--- src/rtl/ascon_mask_prng_if.sv ---
// Bundle of control, static-mask and fresh-randomness signals between the mask PRNG
// and its user (the launcher/testbench side is master, the PRNG is slave).
interface ascon_mask_prng_if #(
    parameter int K = 128,
    parameter int L = 40,
    parameter int Y = 40
);
    logic           seed_valid;
    logic [63:0]    seed;
    logic           start_req;
    logic           encryption_ready;
    logic           encryption_start;
    logic           masks_valid;
    logic           busy;
    logic [K-1:0]   random_key_1;
    logic [K-1:0]   random_key_2;
    logic [127:0]   random_nonce_1;
    logic [127:0]   random_nonce_2;
    logic [L-1:0]   random_ad_1;
    logic [L-1:0]   random_ad_2;
    logic [Y-1:0]   random_pt_1;
    logic [Y-1:0]   random_pt_2;
    logic [63:0]    r0, r1, r2, r3, r4, r5, r6;

    modport master (
        output seed_valid, seed, start_req, encryption_ready,
        input  encryption_start, masks_valid, busy,
        input  random_key_1, random_key_2, random_nonce_1, random_nonce_2,
        input  random_ad_1, random_ad_2, random_pt_1, random_pt_2,
        input  r0, r1, r2, r3, r4, r5, r6
    );

    modport slave (
        input  seed_valid, seed, start_req, encryption_ready,
        output encryption_start, masks_valid, busy,
        output random_key_1, random_key_2, random_nonce_1, random_nonce_2,
        output random_ad_1, random_ad_2, random_pt_1, random_pt_2,
        output r0, r1, r2, r3, r4, r5, r6
    );
endinterface

--- src/rtl/ascon_mask_prng.sv ---
// xorshift64 mask source and launcher for the 3-share threshold Ascon core:
// fills static mask shares, streams seven fresh-randomness lanes, and pulses encryption_start.
module ascon_mask_prng #(
    parameter int K = 128,
    parameter int L = 40,
    parameter int Y = 40
) (
    input  logic                 clk,
    input  logic                 rst_n,
    ascon_mask_prng_if.slave     bus
);

    localparam int M     = 2*K + 256 + 2*L + 2*Y;
    localparam int W     = (M + 63) / 64;
    localparam int BUF_W = W * 64;
    localparam int CNT_W = $clog2(W + 1);
    localparam logic [63:0] GOLDEN = 64'h9E3779B97F4A7C15;

    typedef enum logic [2:0] {IDLE, FILL, START, GAP, RUN} state_t;

    state_t                 state;
    state_t                 state_next;
    logic [63:0]            prng;
    logic [BUF_W-1:0]       mask_buf;
    logic [6:0][63:0]       lanes;
    logic [6:0][63:0]       r;
    logic                   target_done;
    logic [CNT_W-1:0]       fill_cnt;
    logic [63:0]            fill_word;
    logic [63:0]            lane_base;
    logic                   fill_last;

    function automatic logic [63:0] xs64(input logic [63:0] x);
        logic [63:0] v;
        v = x;
        v = v ^ (v << 13);
        v = v ^ (v >> 7);
        v = v ^ (v << 17);
        return v;
    endfunction

    // Each lane gets a distinct byte-replicated tag so no two lanes start equal.
    function automatic logic [63:0] lane_seed(input logic [63:0] base, input int idx);
        logic [7:0]  tag;
        logic [63:0] v;
        tag = 8'(idx + 1);
        v   = base ^ {8{tag}};
        return (v == 64'd0) ? GOLDEN : v;
    endfunction

    assign fill_word = xs64(prng);
    assign lane_base = xs64(fill_word);
    assign fill_last = (fill_cnt == CNT_W'(W - 1));

    always_comb begin
        state_next = state;
        case (state)
            IDLE:    if (bus.start_req) state_next = FILL;
            FILL:    if (fill_last) state_next = START;
            START:   state_next = target_done ? GAP : RUN;
            GAP:     state_next = START;
            RUN:     if (bus.encryption_ready) state_next = IDLE;
            default: state_next = IDLE;
        endcase
    end

    // A seed accepted together with start_req is in prng before the first FILL cycle uses it.
    always_ff @(posedge clk or negedge rst_n) begin
        if (!rst_n) begin
            state       <= IDLE;
            prng        <= GOLDEN;
            mask_buf    <= '0;
            lanes       <= '0;
            r           <= '0;
            target_done <= 1'b0;
            fill_cnt    <= '0;
        end else begin
            state <= state_next;
            case (state)
                IDLE: begin
                    fill_cnt <= '0;
                    if (bus.seed_valid)
                        prng <= (bus.seed == 64'd0) ? GOLDEN : bus.seed;
                end
                FILL: begin
                    mask_buf <= {mask_buf[BUF_W-65:0], fill_word};
                    fill_cnt <= fill_cnt + 1'b1;
                    if (fill_last) begin
                        prng <= lane_base;
                        for (int i = 0; i < 7; i++)
                            lanes[i] <= lane_seed(lane_base, i);
                    end else begin
                        prng <= fill_word;
                    end
                end
                START: begin
                    if (target_done)
                        target_done <= 1'b0;
                end
                RUN: begin
                    for (int i = 0; i < 7; i++) begin
                        lanes[i] <= xs64(lanes[i]);
                        r[i]     <= xs64(lanes[i]);
                    end
                    if (bus.encryption_ready)
                        target_done <= 1'b1;
                end
                default: ;
            endcase
        end
    end

    assign bus.encryption_start = (state == START);
    assign bus.masks_valid      = (state == START) || (state == GAP) || (state == RUN);
    assign bus.busy             = (state != IDLE);

    assign {bus.random_key_1,   bus.random_key_2,
            bus.random_nonce_1, bus.random_nonce_2,
            bus.random_ad_1,    bus.random_ad_2,
            bus.random_pt_1,    bus.random_pt_2} = mask_buf[BUF_W-1 -: M];

    assign bus.r0 = r[0];
    assign bus.r1 = r[1];
    assign bus.r2 = r[2];
    assign bus.r3 = r[3];
    assign bus.r4 = r[4];
    assign bus.r5 = r[5];
    assign bus.r6 = r[6];

endmodule

--- src/flat_wrapper.sv ---
// flat-port wrapper written by rule: the top's interface ports become plain ports
module ascon_mask_prng_flat 
#(
    parameter int K = 128,
    parameter int L = 40,
    parameter int Y = 40
)
  (clk, rst_n, bus_seed_valid, bus_seed, bus_start_req, bus_encryption_ready, bus_encryption_start, bus_masks_valid, bus_busy, bus_random_key_1, bus_random_key_2, bus_random_nonce_1, bus_random_nonce_2, bus_random_ad_1, bus_random_ad_2, bus_random_pt_1, bus_random_pt_2, bus_r0, bus_r1, bus_r2, bus_r3, bus_r4, bus_r5, bus_r6);
  ascon_mask_prng_if #(.K(K), .L(L), .Y(Y)) bus_i ();
  input  logic clk;
  input  logic rst_n;
  input wire logic [$bits(bus_i.seed_valid)-1:0] bus_seed_valid;
  input wire logic [$bits(bus_i.seed)-1:0] bus_seed;
  input wire logic [$bits(bus_i.start_req)-1:0] bus_start_req;
  input wire logic [$bits(bus_i.encryption_ready)-1:0] bus_encryption_ready;
  output wire logic [$bits(bus_i.encryption_start)-1:0] bus_encryption_start;
  output wire logic [$bits(bus_i.masks_valid)-1:0] bus_masks_valid;
  output wire logic [$bits(bus_i.busy)-1:0] bus_busy;
  output wire logic [$bits(bus_i.random_key_1)-1:0] bus_random_key_1;
  output wire logic [$bits(bus_i.random_key_2)-1:0] bus_random_key_2;
  output wire logic [$bits(bus_i.random_nonce_1)-1:0] bus_random_nonce_1;
  output wire logic [$bits(bus_i.random_nonce_2)-1:0] bus_random_nonce_2;
  output wire logic [$bits(bus_i.random_ad_1)-1:0] bus_random_ad_1;
  output wire logic [$bits(bus_i.random_ad_2)-1:0] bus_random_ad_2;
  output wire logic [$bits(bus_i.random_pt_1)-1:0] bus_random_pt_1;
  output wire logic [$bits(bus_i.random_pt_2)-1:0] bus_random_pt_2;
  output wire logic [$bits(bus_i.r0)-1:0] bus_r0;
  output wire logic [$bits(bus_i.r1)-1:0] bus_r1;
  output wire logic [$bits(bus_i.r2)-1:0] bus_r2;
  output wire logic [$bits(bus_i.r3)-1:0] bus_r3;
  output wire logic [$bits(bus_i.r4)-1:0] bus_r4;
  output wire logic [$bits(bus_i.r5)-1:0] bus_r5;
  output wire logic [$bits(bus_i.r6)-1:0] bus_r6;
  assign bus_i.seed_valid = bus_seed_valid;
  assign bus_i.seed = bus_seed;
  assign bus_i.start_req = bus_start_req;
  assign bus_i.encryption_ready = bus_encryption_ready;
  assign bus_encryption_start = bus_i.encryption_start;
  assign bus_masks_valid = bus_i.masks_valid;
  assign bus_busy = bus_i.busy;
  assign bus_random_key_1 = bus_i.random_key_1;
  assign bus_random_key_2 = bus_i.random_key_2;
  assign bus_random_nonce_1 = bus_i.random_nonce_1;
  assign bus_random_nonce_2 = bus_i.random_nonce_2;
  assign bus_random_ad_1 = bus_i.random_ad_1;
  assign bus_random_ad_2 = bus_i.random_ad_2;
  assign bus_random_pt_1 = bus_i.random_pt_1;
  assign bus_random_pt_2 = bus_i.random_pt_2;
  assign bus_r0 = bus_i.r0;
  assign bus_r1 = bus_i.r1;
  assign bus_r2 = bus_i.r2;
  assign bus_r3 = bus_i.r3;
  assign bus_r4 = bus_i.r4;
  assign bus_r5 = bus_i.r5;
  assign bus_r6 = bus_i.r6;
  ascon_mask_prng #(.K(K), .L(L), .Y(Y)) u_core (.clk(clk), .rst_n(rst_n), .bus(bus_i));
endmodule
--- config.mk ---
export PLATFORM = sky130hd
export DESIGN_NAME = ascon_mask_prng_flat
export DESIGN_NICKNAME = d
export VERILOG_FILES = /design/src/rtl/ascon_mask_prng_if.sv /design/src/rtl/ascon_mask_prng.sv /design/src/flat_wrapper.sv
export SDC_FILE = /design/constraint.sdc
export NUM_CORES = 2
export LEC_CHECK = 0
export CORE_AREA = 5 5 459 461
export CTS_BUF_LIST = sky130_fd_sc_hd__clkbuf_16
export CTS_CLUSTER_SIZE = 14
export DETAILED_ROUTE_END_ITERATION = 8
export DIE_AREA = 0 0 464 466
export GPL_ROUTABILITY_DRIVEN = 0
export SETUP_SLACK_MARGIN = 0.5
export SYNTH_ARGS = -nofsm -noshare
export SYNTH_HDL_FRONTEND = slang
export SYNTH_SLANG_ARGS = --single-unit
export TNS_END_PERCENT = 30
--- constraint.sdc ---
create_clock -name clk -period 4.8 [get_ports clk]
set_input_delay 0.48 -clock clk [delete_from_list [all_inputs] [get_ports clk]]
set_output_delay 0.48 -clock clk [all_outputs]
set_load 0.01 [all_outputs]
# After elaboration in Yosys (flattened, before gate mapping)
# Cells that the tools add are included.
classes:
  n_mul: 0
  mux: 21
  n_addsub: 1
  eq_ne: 9
  bitwise: 34
  shift: 0
  n_div: 0
  magnitude_cmp: 0
  reduce_logical: 19
ops:
  columns: ["operator", "n"]
  rows:
  - ["$xor 64x64->64", 18]
  - ["$pmux 448 s2", 1]
  - ["$mux 64", 10]
  - ["$xor 64x57->64", 9]
  - ["$logic_not 64->1", 8]
  - ["$mux 448", 1]
  - ["$pmux 64 s2", 1]
  - ["$not 16->16", 3]
  - ["$not 24->24", 1]
  - ["$not 8->8", 3]
  - ["$pmux 3 s5", 1]
  - ["$mux 3", 4]
  - ["$pmux 4 s2", 1]
  - ["$eq 3x2->1 const B", 2]
  - ["$ne 2x2->1 const B", 3]
  - ["$reduce_and 2->1", 3]
  - ["$reduce_bool 2->1", 3]
  - ["$add 4x1->4 const B", 1]
  - ["$eq 4x4->1 const B", 1]
  - ["$eq 3x1->1 const B", 1]
  - ["$eq 3x3->1 const B", 1]
  - ["$logic_not 3->1", 1]
  - ["$reduce_and 3->1", 1]
  - ["$reduce_bool 3->1", 1]
  - ["other kinds (4)", 5]
totals:
  mem_bits_ro: 0
  wordCells: 103
  mem_count: 0
  latch_bits: 0
  output_inout_bits: 1123
  mem_bits_rw: 0
  register_bits: 1672

# Depth between registers and ports, before layout
logic_depth:
  word_depth: 11
  ltp_mapped: 12
  mapped_depth_nobuf: 9

# Worst setup path before layout
# OpenSTA, ideal clock, no wires.
synth_timing:
  kind: "reg-to-reg"
  startpoint: "register u_core.prng[29]"
  endpoint: "register u_core.lanes[379] in the netlist's numbering"
  period_less_slack_ns: 4.114
  path_buffers: 3
  t_arrival_ns: 4.010
  stages_incl_launch_ff: 13
  setup_ns: 0.104
  required_ns: 4.696
  path_slack_ns: 0.686
  cell_sequence: "dfstp_2 -> clkbuf_1 -> xor3_1 -> xnor3_1 -> xnor2_1 -> xor3_1 -> or3_1 -> or4_1 -> buf_2 -> nor4_2 -> a31oi_1 -> buf_4 -> a221oi_1"
synth_via:
  elab_chain_cells: 11
synth_lines:
  columns: ["item", "line", "source"]
  rows:
  - ["from (decl)", "ascon_mask_prng.sv:23", "logic [63:0] prng;"]
  - ["from (signal assigned)", "ascon_mask_prng.sv:83", "prng <= (bus.seed == 64'd0) ? GOLDEN : bus.seed;"]
  - ["from (signal assigned)", "ascon_mask_prng.sv:89", "prng <= lane_base;"]
  - ["from (signal assigned)", "ascon_mask_prng.sv:93", "prng <= fill_word;"]
  - ["$xor 64x64->64 *", "ascon_mask_prng.sv:36", "v = v ^ (v << 13);"]
  - ["$xor 64x57->64 *", "ascon_mask_prng.sv:37", "v = v ^ (v >> 7);"]
  - ["$xor 64x64->64 *", "ascon_mask_prng.sv:38", "v = v ^ (v << 17);"]
  - ["$xor 64x64->64 *", "ascon_mask_prng.sv:36", null]
  - ["$xor 64x57->64 *", "ascon_mask_prng.sv:37", null]
  - ["$xor 64x64->64 *", "ascon_mask_prng.sv:38", null]
  - ["$not 16->16 (no line)", null, null]
  - ["$logic_not 64->1", "ascon_mask_prng.sv:48", "return (v == 64'd0) ? GOLDEN : v;"]
  - ["$mux 64 *", "ascon_mask_prng.sv:48", null]
  - ["$mux 448 *", "ascon_mask_prng.sv:88", "if (fill_last) begin"]
  - ["$pmux 448 s2 *", "ascon_mask_prng.sv:79", "case (state)"]
  - ["to (signal, indexed assignment)", "ascon_mask_prng.sv:91", "lanes[i] <= lane_seed(lane_base, i);"]
  - ["to (signal, indexed assignment)", "ascon_mask_prng.sv:102", "lanes[i] <= xs64(lanes[i]);"]
  - ["to (decl)", "ascon_mask_prng.sv:25", "logic [6:0][63:0] lanes;"]
# Every way passes the cells marked *; elsewhere a longest branch is shown, timed or not. The select of a mux whose other input is x is not followed.
# A chain may end at the register's enable or synchronous reset.

# Final worst setup path
layout_timing:
  startpoint: "register u_core.prng[12]"
  endpoint: "register u_core.lanes[344] in the netlist's numbering"
# The elaborated chain is that of the path after synthesis.

==> flow_metrics.tcl <==
set metrics [dict create \
    drv_slew 0 \
    first_global_vias 67200 \
    grt_pass1_wl_mm 508 \
    die_x_um 464 \
    synth_ff_type "dfrtp_1" \
    nets 9623 \
    cp_data_arrival_time_ns 5.04 \
    core_area_mm2 0.206 \
    area_growth_pct 20.2 \
    cts_buffer_depth 3 \
    cts_inserted_buffers 186 \
    max_slew_margin_pct 10.3 \
    synth_cell_types 75 \
    path_max_fanout 8 \
    cap_violations 0 \
    final.setup.tns_ns 0 \
    io_buffers 1191 \
    cts.sinks 1672 \
    holdCritPathClass "input pin to async pin" \
    rsz0062_at_grt "yes" \
    start_util_pct 41.4 \
    drc 0 \
    ios 1192 \
    reg2reg_slack_ns 0.51 \
    mostFrequentLayoutCells "nand2_1 (2545), dfrtp_1 (1633), clkdlybuf4s50_1 (1190)" \
    finalHoldViolCount 0 \
    hold_slack_ns 0.135 \
    ctsRootBufferMaster "clkbuf_16" \
    crit_required_ns 5.55 \
    synthArstFlopShare_pct 100 \
    drt_iter0_drc 8067 \
    period_needed_ns 4.29 \
    grt_overflow_total 0 \
    dieArea_mm2 0.216 \
    ys_ff_latch 1672 \
    dp_hpwl_mm 272 \
    die_y_um 466 \
    ys_seq_area_share_pct 49.1 \
    critPathLaunchType "flop" \
    grt_antenna_before_repair 48 \
    antenna_left 0 \
    drt-total-wl_mm 363 \
    syn-num-nets 9180 \
    synth_cells 9109 \
    clkLatencyLatePin_ns 0.88 \
    timing.final.crit_share_pct 89.4 \
    worstMarginPinSlew_ns 1.35 \
    firstDrtPassIters 6 \
    synth_edf_count 0 \
    syn-cell-area_mm2 0.0854 \
    clkTransAtPathRegs_ns 0.07 \
    syn_avg_cell_area_um2 9.37 \
    gr-usage-all-layers_pct 32.5 \
    final-setup-viol-count 0 \
    vias 68800 \
    critPathCaptureType "flop" \
    tritoncts "yes" \
    vias_per_cell 5.53 \
    finalClockSkew_ns 0.0469 \
    fmax_mhz 233 \
    rows 167 \
    outcome "finished, final reports clean" \
    wl_per_cell_um 29.2 \
    layout_commonest_cell "nand2_1" \
    grt_max_degree 227 \
    crit_type "flop to flop" \
    drive_gt1_share_pct 7.05 \
    ys_warn_count 0 \
    cts.htree.levels 4 \
]
[Yosys cell counts (81+ instances only)]
cell,instances,area [um^2]
nand2_1,2548,9560
dfrtp_1,1634,40900
xnor2_1,1102,9650
nor2_1,687,2580
buf_4,674,5060
clkbuf_1,425,1600
xor2_1,352,3080
o21ai_0,325,1630
a21oi_1,298,1490
a21o_1,117,878
a221oi_1,85,744
nand3_1,81,405
[repair_timing]
action                     CTS  global route
hold endpoints to repair    95             0
buffers inserted             2            21
cloned                       0             3
setup endpoints to repair  151           224
resized for setup           16            55
pin swaps                    2            15
hold buffers                 1             0
[stage by stage]
| step | utilization, % | instance area (um^2) | setup slack (ns) | std cells |
|---|---|---|---|---|
| 2_1_floorplan | - | 85400 | 0.687 | 9109 |
| 3_3_place_gp | 46.6 | 95900 | 0.250 | 12000 |
| 3_5_place_dp | 46.6 | 95900 | 0.0929 | 12000 |
| 4_1_cts | 49.5 | 102000 | 0.486 | 12400 |
| 5_1_grt | 49.8 | 103000 | 0.443 | 12400 |
| 6_report | 49.8 | 103000 | 0.511 | 12400 |
[registers in the layout, summed over array words and instances (netlist names)]
name                count
u_core.bus.r0          64
u_core.bus.r1          64
u_core.bus.r2          64
u_core.bus.r3          64
u_core.bus.r4          64
u_core.bus.r5          64
u_core.bus.r6          64
u_core.fill_cnt         4
u_core.lanes          448
u_core.mask_buf       704
u_core.prng            64
u_core.state            3
u_core.target_done      1
[metal layers]
layer	global-route usage [%]	up-vias	share of wire [%]
li1	-	29700	-
met1	38.8	34100	36
met2	51.0	4003	46
met3	8.62	1017	9.6
met4	23.0	16	8.5
met5	0	-	0.037
[path summary, 6_finish.rpt]
path | startpoint | to | cells after the start
max | u_core.prng[12] | u_core.lanes[344] | 12
max in group asynchronous | rst_n | u_core.mask_buf[371] | 3
min | rst_n | u_core.bus.r1[48] | 2
min in group clk | bus_encryption_ready | u_core.state[2] | 2
min reg2reg | u_core.mask_buf[22] | u_core.mask_buf[86] | 2
max reg2reg | u_core.prng[12] | u_core.lanes[344] | 12
[kinds of logic (layout without fill, tap and decap cells)]
family / Yosys count / in the layout / share of synthesized area [%]
compound gates: 1127 / 1127 / 8.50
flops: 1672 / 1672 / 49.1
fa+ha+maj: 2 / 2 / 0.0293
simple gates: 3554 / 3554 / 16.6
buf+inv: 1187 / 1790 / 8.24
mux: 18 / 18 / 0.215
xor+xnor: 1549 / 1549 / 17.4
other cells: 0 / 25 / 0
[critical path: stages (launching register included)]
cell and delay, ns:
dfstp_2 0.59, xor3_2 0.50, xnor3_2 0.48, xnor2_4 0.18, xor3_2 0.48, or3_4 0.36
or4_4 0.57, buf_6 0.16, nor4_4 0.11, buf_4 0.20, a31oi_4 0.13, buf_8 0.21
a221oi_2 0.22
[final cells by class]
| cell class | count | area (um^2) |
|---|---|---|
| inverters | 13 | 48.8 |
| repair buffers | 1429 | 14200 |
| multi-input cells | 6250 | 37100 |
| well taps | 2704 | 3380 |
| fillers | 19100 | 103000 |
| clock inverters | 160 | 1220 |
| clock buffers | 188 | 4700 |
| flip-flops and latches | 1672 | 41900 |
| diodes | 25 | 62.6 |
Power is left out: the tool's default activity adds up to more than one toggle a clock period on the data nets, which glitch-free logic cannot reach.
